## config.mk

```make
export PLATFORM = sky130hd
export DESIGN_NAME = result_dump_controller_flat
export DESIGN_NICKNAME = d
export VERILOG_FILES = /design/src/rtl/rdc_pkg.sv /design/src/rtl/result_dump_controller_if.sv /design/src/rtl/endop_tracker.sv /design/src/rtl/result_dump_controller.sv /design/src/flat_wrapper.sv
export SDC_FILE = /design/constraint.sdc
export NUM_CORES = 1
export LEC_CHECK = 0
export ABC_AREA = 1
export CORE_ASPECT_RATIO = 1.2
export CORE_UTILIZATION = 49
export DETAILED_ROUTE_END_ITERATION = 8
export GPL_TIMING_DRIVEN = 0
export PLACE_DENSITY_LB_ADDON = 0.2
export SYNTH_ARGS = -nofsm -noshare
export SYNTH_HDL_FRONTEND = slang
export SYNTH_SLANG_ARGS = --single-unit
```

## constraint.sdc

```tcl
create_clock -name clk -period 1.9 [get_ports clk]
set_input_delay 0.475 -clock clk [delete_from_list [all_inputs] [get_ports clk]]
set_output_delay 0.475 -clock clk [all_outputs]
set_load 0.01 [all_outputs]
```

## src/rtl/rdc_pkg.sv

```systemverilog
// Shared types and constants for the result dump controller.
// Holds the FSM state encoding, the data memory read latency and the default
// result-window geometry shared with the processor top and the testbench.
package rdc_pkg;

    typedef enum logic [2:0] {
        ST_IDLE  = 3'd0,
        ST_RUN   = 3'd1,
        ST_ISSUE = 3'd2,
        ST_WAIT  = 3'd3,
        ST_HOLD  = 3'd4,
        ST_DONE  = 3'd5
    } state_t;

    // Data memory dump port returns read data this many cycles after mem_rd_en.
    localparam int unsigned MEM_RD_LATENCY = 1;

    localparam int unsigned DEFAULT_REG_WIDTH       = 12;
    localparam int unsigned DEFAULT_ADDR_WIDTH      = 12;
    localparam int unsigned DEFAULT_CORE_COUNT      = 2;
    localparam int unsigned DEFAULT_CYCLE_CNT_WIDTH = 16;
    localparam logic [11:0] DEFAULT_DUMP_BASE       = 12'h800;
    localparam int unsigned DEFAULT_DUMP_LENGTH     = 16;

    // Width of a counter able to hold 0..length, never narrower than 1 bit.
    function automatic int unsigned index_width(input int unsigned length);
        return (length == 0) ? 1 : 32'($clog2(length + 1));
    endfunction

endpackage

```

## src/rtl/result_dump_controller_if.sv

```systemverilog
// Bundles the data memory dump read port and the host-side dump stream.
//   master : controller side (drives mem_rd_en/mem_addr and the dump_* payload)
//   slave  : memory + consumer side (drives mem_dataout and dump_ready)
interface result_dump_controller_if
    import rdc_pkg::*;
#(
    parameter int unsigned reg_width  = DEFAULT_REG_WIDTH,
    parameter int unsigned addr_width = DEFAULT_ADDR_WIDTH
);

    logic                  mem_rd_en;
    logic [addr_width-1:0] mem_addr;
    logic [reg_width-1:0]  mem_dataout;

    logic                  dump_valid;
    logic                  dump_ready;
    logic [reg_width-1:0]  dump_data;
    logic [addr_width-1:0] dump_addr;
    logic                  dump_last;

    modport master (
        output mem_rd_en, mem_addr, dump_valid, dump_data, dump_addr, dump_last,
        input  mem_dataout, dump_ready
    );

    modport slave (
        input  mem_rd_en, mem_addr, dump_valid, dump_data, dump_addr, dump_last,
        output mem_dataout, dump_ready
    );

endinterface

```

## src/rtl/endop_tracker.sv

```systemverilog
// Per-core sticky end-of-operation tracking.
// Ports: clk, reset (sync, active-high), clear (drop all sticky bits),
//        enable (accumulate endop_signal), endop_signal[core_count],
//        all_cores_done (every core has finished, counting the live endop too).
module endop_tracker
    import rdc_pkg::*;
#(
    parameter int unsigned core_count = DEFAULT_CORE_COUNT
) (
    input  logic                  clk,
    input  logic                  reset,
    input  logic                  clear,
    input  logic                  enable,
    input  logic [core_count-1:0] endop_signal,
    output logic                  all_cores_done
);

    logic [core_count-1:0] sticky;

    // Capture pulse-style endop so a core finishing early is not forgotten.
    always_ff @(posedge clk) begin
        if (reset || clear) begin
            sticky <= '0;
        end else if (enable) begin
            sticky <= sticky | endop_signal;
        end
    end

    // Live endop is ORed in so an all-cores-at-once finish exits the same cycle.
    assign all_cores_done = &(sticky | endop_signal);

endmodule

```

## src/rtl/result_dump_controller.sv

```systemverilog
// Waits for every core to finish, counts RUN cycles, then reads a fixed window
// of data memory through the dump port and streams it out over valid/ready.
// Ports: clk, reset (sync, active-high), start, endop_signal[core_count],
//        bus (dump read port + dump stream, master side),
//        busy, all_done, cycle_count[cycle_cnt_width].
module result_dump_controller
    import rdc_pkg::*;
#(
    parameter int unsigned          reg_width       = DEFAULT_REG_WIDTH,
    parameter int unsigned          addr_width      = DEFAULT_ADDR_WIDTH,
    parameter int unsigned          core_count      = DEFAULT_CORE_COUNT,
    parameter logic [addr_width-1:0] dump_base_addr = addr_width'(DEFAULT_DUMP_BASE),
    parameter int unsigned          dump_length     = DEFAULT_DUMP_LENGTH,
    parameter int unsigned          cycle_cnt_width = DEFAULT_CYCLE_CNT_WIDTH
) (
    input  logic                       clk,
    input  logic                       reset,
    input  logic                       start,
    input  logic [core_count-1:0]      endop_signal,
    result_dump_controller_if.master   bus,
    output logic                       busy,
    output logic                       all_done,
    output logic [cycle_cnt_width-1:0] cycle_count
);

    localparam int unsigned          IDX_W        = index_width(dump_length);
    localparam logic [IDX_W-1:0]     LAST_IDX     = IDX_W'((dump_length == 0) ? 0 : dump_length - 1);
    localparam bit                   EMPTY_WINDOW = (dump_length == 0);

    state_t               state;
    logic [IDX_W-1:0]     index;
    logic [reg_width-1:0] rd_word;
    logic                 arm_c;
    logic                 all_cores_done;

    assign rd_word = bus.mem_dataout;

    // A start pulse only counts while the block is parked.
    assign arm_c = start && ((state == ST_IDLE) || (state == ST_DONE));

    endop_tracker #(
        .core_count (core_count)
    ) u_endop_tracker (
        .clk            (clk),
        .reset          (reset),
        .clear          (arm_c),
        .enable         (state == ST_RUN),
        .endop_signal   (endop_signal),
        .all_cores_done (all_cores_done)
    );

    // Control FSM; every output is registered and set on the transition into
    // the state that owns it.
    always_ff @(posedge clk) begin
        if (reset) begin
            state          <= ST_IDLE;
            index          <= '0;
            cycle_count    <= '0;
            busy           <= 1'b0;
            all_done       <= 1'b0;
            bus.mem_rd_en  <= 1'b0;
            bus.mem_addr   <= '0;
            bus.dump_valid <= 1'b0;
            bus.dump_data  <= '0;
            bus.dump_addr  <= '0;
            bus.dump_last  <= 1'b0;
        end else begin
            unique case (state)
                ST_IDLE, ST_DONE: begin
                    if (arm_c) begin
                        state       <= ST_RUN;
                        index       <= '0;
                        cycle_count <= '0;
                        busy        <= 1'b1;
                        all_done    <= 1'b0;
                    end
                end
                ST_RUN: begin
                    if (cycle_count != '1) begin
                        cycle_count <= cycle_count + cycle_cnt_width'(1);
                    end
                    if (all_cores_done) begin
                        if (EMPTY_WINDOW) begin
                            state    <= ST_DONE;
                            busy     <= 1'b0;
                            all_done <= 1'b1;
                        end else begin
                            state         <= ST_ISSUE;
                            index         <= '0;
                            bus.mem_rd_en <= 1'b1;
                            bus.mem_addr  <= dump_base_addr;
                        end
                    end
                end
                ST_ISSUE: begin
                    bus.mem_rd_en <= 1'b0;
                    state         <= ST_WAIT;
                end
                ST_WAIT: begin
                    // Read data lands exactly one cycle after the strobe.
                    bus.dump_data  <= rd_word;
                    bus.dump_addr  <= bus.mem_addr;
                    bus.dump_last  <= (index == LAST_IDX);
                    bus.dump_valid <= 1'b1;
                    state          <= ST_HOLD;
                end
                ST_HOLD: begin
                    if (bus.dump_ready) begin
                        bus.dump_valid <= 1'b0;
                        if (bus.dump_last) begin
                            state    <= ST_DONE;
                            busy     <= 1'b0;
                            all_done <= 1'b1;
                        end else begin
                            state         <= ST_ISSUE;
                            index         <= index + IDX_W'(1);
                            bus.mem_rd_en <= 1'b1;
                            // Address wraps modulo 2^addr_width.
                            bus.mem_addr  <= dump_base_addr + addr_width'(index + IDX_W'(1));
                        end
                    end
                end
                default: begin
                    state <= ST_IDLE;
                    busy  <= 1'b0;
                end
            endcase
        end
    end

endmodule

```

## src/flat_wrapper.sv

```systemverilog
// flat-port wrapper written by rule: the top's interface ports become plain ports
module result_dump_controller_flat import rdc_pkg::*;
#(
    parameter int unsigned          reg_width       = DEFAULT_REG_WIDTH,
    parameter int unsigned          addr_width      = DEFAULT_ADDR_WIDTH,
    parameter int unsigned          core_count      = DEFAULT_CORE_COUNT,
    parameter logic [addr_width-1:0] dump_base_addr = addr_width'(DEFAULT_DUMP_BASE),
    parameter int unsigned          dump_length     = DEFAULT_DUMP_LENGTH,
    parameter int unsigned          cycle_cnt_width = DEFAULT_CYCLE_CNT_WIDTH
)
  (clk, reset, start, endop_signal, busy, all_done, cycle_count, bus_mem_rd_en, bus_mem_addr, bus_dump_valid, bus_dump_data, bus_dump_addr, bus_dump_last, bus_mem_dataout, bus_dump_ready);
  result_dump_controller_if #(.reg_width(reg_width), .addr_width(addr_width)) bus_i ();
  input  logic clk;
  input  logic reset;
  input  logic start;
  input  logic [core_count-1:0] endop_signal;
  output logic busy;
  output logic all_done;
  output logic [cycle_cnt_width-1:0] cycle_count;
  output wire logic [$bits(bus_i.mem_rd_en)-1:0] bus_mem_rd_en;
  output wire logic [$bits(bus_i.mem_addr)-1:0] bus_mem_addr;
  output wire logic [$bits(bus_i.dump_valid)-1:0] bus_dump_valid;
  output wire logic [$bits(bus_i.dump_data)-1:0] bus_dump_data;
  output wire logic [$bits(bus_i.dump_addr)-1:0] bus_dump_addr;
  output wire logic [$bits(bus_i.dump_last)-1:0] bus_dump_last;
  input wire logic [$bits(bus_i.mem_dataout)-1:0] bus_mem_dataout;
  input wire logic [$bits(bus_i.dump_ready)-1:0] bus_dump_ready;
  assign bus_mem_rd_en = bus_i.mem_rd_en;
  assign bus_mem_addr = bus_i.mem_addr;
  assign bus_dump_valid = bus_i.dump_valid;
  assign bus_dump_data = bus_i.dump_data;
  assign bus_dump_addr = bus_i.dump_addr;
  assign bus_dump_last = bus_i.dump_last;
  assign bus_i.mem_dataout = bus_mem_dataout;
  assign bus_i.dump_ready = bus_dump_ready;
  result_dump_controller #(.reg_width(reg_width), .addr_width(addr_width), .core_count(core_count), .dump_base_addr(dump_base_addr), .dump_length(dump_length), .cycle_cnt_width(cycle_cnt_width)) u_core (.clk(clk), .reset(reset), .start(start), .endop_signal(endop_signal), .bus(bus_i), .busy(busy), .all_done(all_done), .cycle_count(cycle_count));
endmodule
```

==> impl_metrics.toml, run 1 <==
[run_status]
outcome = "finished, final reports clean"

[critical_path]
cp_slowest_stage_delay_ns = 0.59
worstReg2RegStart = "u_core.cycle_count[0]"
r2r_slack_ns = 0.22
timing.setup.critical_path_class = "flip-flop to output port"
crit_path_start_kind = "flip-flop"
worst_setup_path_end_kind = "output port"
critical_path.cell_chain = "clkdlybuf4s50_1"
reg2reg_to = "u_core.cycle_count[3]"
buffering_stage_count_on_the_worst_path_with_inverters_included = 1
crit_path_max_fanout = 7
crit_family = "buffers and inverters"
cp_data_required_time_ns = 1.42
slowest_stage = "clkdlybuf4s50_1"
cp_data_arrival_time_ns = 1.38
worst_r2r_path_depth = 10

[placed_design]
routabilityCongestion = 0.8610
port-buffer-count = 63
post_dp_cell_area_um2 = 3650
place_inst = 563
dp_hpwl_um = 5257
place_ws_ns = -0.009675

[sta]
timing.final.crit_share_pct = 97.48
max_slew_violation_count = 0
maxSlewHeadroom_pct = 53.35
final_period_minus_worst_setup_slack_ns = 1.852
worst_pin_slew_ns = 0.6998
clock.fmax_mhz = 539.9
unrepaired_setup_endpoints_after_global_routing = "false"
final.setup.worst_slack_ns = 0.04796
finalSetupViolations = 0
fin_skew_ns = 0.008277
finalHoldViolations = 0
timing.hold.ws_ns = 0.4556

[floorplan]
starting_density_pct = 50.91
placeableCoreArea_um2 = 5668
die_height_um = 86.06
row_count = 30
top_level_ports = 75
dieArea_um2 = 6201
chipWidth_um = 72.05

[logic_synthesis]
postSynthCellCount = 411
synth_area_per_cell_um2 = 7.020
ys.warnings.count = 0
ys_seq_area_share_pct = 39.55
synth_area_um2 = 2885
synthDistinctLibCells = 27
ys_ff_latch = 57

[final_layout]
fillerInstances = 488
final_cells = 579
post-route-cell-area_um2 = 3895
final_layout_size_suffix_gt1_share_pct = 14.03
areaGrowthSynthToFinish_pct = 35.00
nNetsFinal = 515
antenna-diode-count = 0

[hold_path]
worst_hold_startpoint = "u_core.all_done"
worstHoldPathType = "flip-flop to flip-flop"
holdPathStages = 2
endpoint_of_the_worst_hold_path = "u_core.all_done"

[power]
intPower_w = 0.003024
power.share.combinational_pct = 38.0
total_leakage_power_nw = 1.661
power_frac_seq_pct = 32.7
power-per-cell-area_nw_per_um2 = 1229
switching_power_w = 0.001763
switching_share_pct = 36.83
power.ir.vdd_worst_mv = 0.8326
clock_power_share_pct = 29.3

[global_route]
number_of_global_route_vias_before_repair = 2698
wire_length_of_the_first_global_routing_pass_um = 11810
initial_antenna_violation_count = 0
grt_max_degree = 11
globalRouteOverflowTotal = 0
grtUsageTotal_pct = 24.48

[detailed_routing]
drt-pass1-iter-count = 4
routed_wire_length_per_instance_um = 12.47
drt_iter0_markers = 144
routed_via_density = 4.931
num_vias = 2855
drt-total-wl_um = 7220
detail-route-antenna-nets = 0
drc = 0

[run]
maxCapViolations = 0

[clock_network]
cts_buffer_depth = 2
master_cell_of_the_clock_root_buffer = "clkbuf_8"
clock_insertion_delay_worst_skew_ns = 0.34
total_cts_buffers = 9
cts.htree.levels = 3
cts_tree = "done"
clock-sinks = 57
clk_transition_reported_paths_ns = 0.07
ctsHoldBuffers = 0
-- cells in the mapped netlist (all sizes together) --
cell / n / share of area [%]
nor2: 76 / 12
o21bai: 2 / 0.52
nand3: 35 / 6.5
a21oi: 31 / 6.5
or2: 4 / 0.87
nand3b: 1 / 0.26
nand2: 98 / 15
o21ai: 31 / 5.4
xor2: 3 / 0.91
nand4: 4 / 0.87
ha: 3 / 1.3
dfxtp: 57 / 40
and2: 1 / 0.22
clkbuf: 5 / 0.65
conb: 1 / 0.13
inv: 43 / 5.6
buf: 16 / 4.1
-- logic make-up (layout without fill, tap and decap cells) --
logic type / after synthesis / count (layout) / share of synthesized area [%]
compound gates: 64 / 64 / 12.45
buf+inv: 64 / 143 / 10.32
other cells: 1 / 10 / 0.1300
flops: 57 / 57 / 39.55
fa+ha+maj: 3 / 3 / 1.301
simple gates: 219 / 219 / 35.34
xor+xnor: 3 / 3 / 0.9108
-- placed cells by master, fill, tap and decap left out, types with 2 or more instances in the layout --
| cell type | count |
|---|---|
| clkbuf_8 | 10 |
| buf_1 | 2 |
| dfxtp_1 | 56 |
| conb_1 | 10 |
| bufinv_16 | 3 |
| nand2_2 | 10 |
| buf_4 | 10 |
| o21ai_0 | 31 |
| ha_1 | 3 |
| nand2_1 | 83 |
| xor2_1 | 3 |
| nand4_1 | 4 |
| o21bai_1 | 2 |
| nor2_1 | 69 |
| inv_1 | 37 |
| buf_2 | 3 |
| nand2_4 | 5 |
| or2_2 | 4 |
| nor2_4 | 7 |
| inv_2 | 6 |
| clkbuf_1 | 6 |
| nand3_1 | 34 |
| a21oi_1 | 24 |
| a21oi_2 | 6 |
| clkdlybuf4s50_1 | 63 |
-- power by group through the flow --
stage	clock [W]	combinational [W]	sequential, W
after floorplan	0	0.00120	0.00162
after global placement	0	0.00176	0.00157
after detailed placement	0	0.00181	0.00159
after CTS	0.00141	0.00182	0.00156
after global routing	0.00148	0.00201	0.00159
final	0.00140	0.00182	0.00157
-- final cells by class --
cell class | instances | area, µm² | share of cell area (%)
well taps | 80 | 100.1 | 2.570
clock buffers | 11 | 141.4 | 3.630
inverters | 43 | 161.4 | 4.144
repair buffers | 63 | 630.6 | 16.19
clock inverters | 5 | 102.6 | 2.634
multi-input cells | 299 | 1480 | 38.00
flip-flops and latches | 57 | 1142 | 29.33
plain buffers | 21 | 136.4 | 3.501
-- stage by stage --
stage	total power (W)	util, %	setup TNS (ns)
finish	0.004787	68.72	0
global route	0.005074	68.72	0
CTS	0.004797	68.70	0
detailed placement	0.003394	64.39	-0.01824
global placement	0.003337	64.39	0
floorplan	0.002811	-	0
-- registers in the layout (all words and copies together), names as in the netlist --
register                       count
u_core.cycle_count                16
u_core.bus.dump_data              12
u_core.bus.dump_last               1
u_core.bus.dump_addr               7
u_core.all_done                    1
u_core.bus.dump_valid              1
u_core.bus.mem_addr                7
u_core.index                       5
u_core.u_endop_tracker.sticky      2
u_core.state                       3
u_core.busy                        1
u_core.bus.mem_rd_en               1
-- worst max-delay path by stage --
stage	startpoint	end	slack, ns	cells after the start
5_1_grt	u_core.cycle_count[12]	cycle_count[12]	0.006	1
6_report	u_core.cycle_count[12]	cycle_count[12]	0.05	1
3_3_place_gp	endop_signal[1]	u_core.bus.mem_addr[1]	0.05	10
3_5_place_dp	endop_signal[1]	u_core.bus.mem_addr[1]	-0.01	10
4_1_cts	u_core.cycle_count[12]	cycle_count[12]	0.04	1
2_1_floorplan	u_core.cycle_count[0]	u_core.cycle_count[8]	0.36	10
-- routing by layer --
metal / global-route usage (%) / up-vias / part of all wire (%)
li1: - / 1450 / -
met1: 27.54 / 1325 / 42
met2: 44.68 / 67 / 52
met3: 5.288 / 13 / 4.3
met4: 9.269 / 0 / 1.6
met5: 0 / - / 0
-- what timing repair did --
action	in CTS	in global routing
gates resized for setup	0	1
endpoints found under the setup margin	0	1
setup buffers	0	0
(Power assumes the default switching activity.)
==> run 2: changes to the inputs <==
- CAP_MARGIN: not set -> 20
==> results of run 2 <==
Final layout, timing and power as in run 1 (identical DEF).
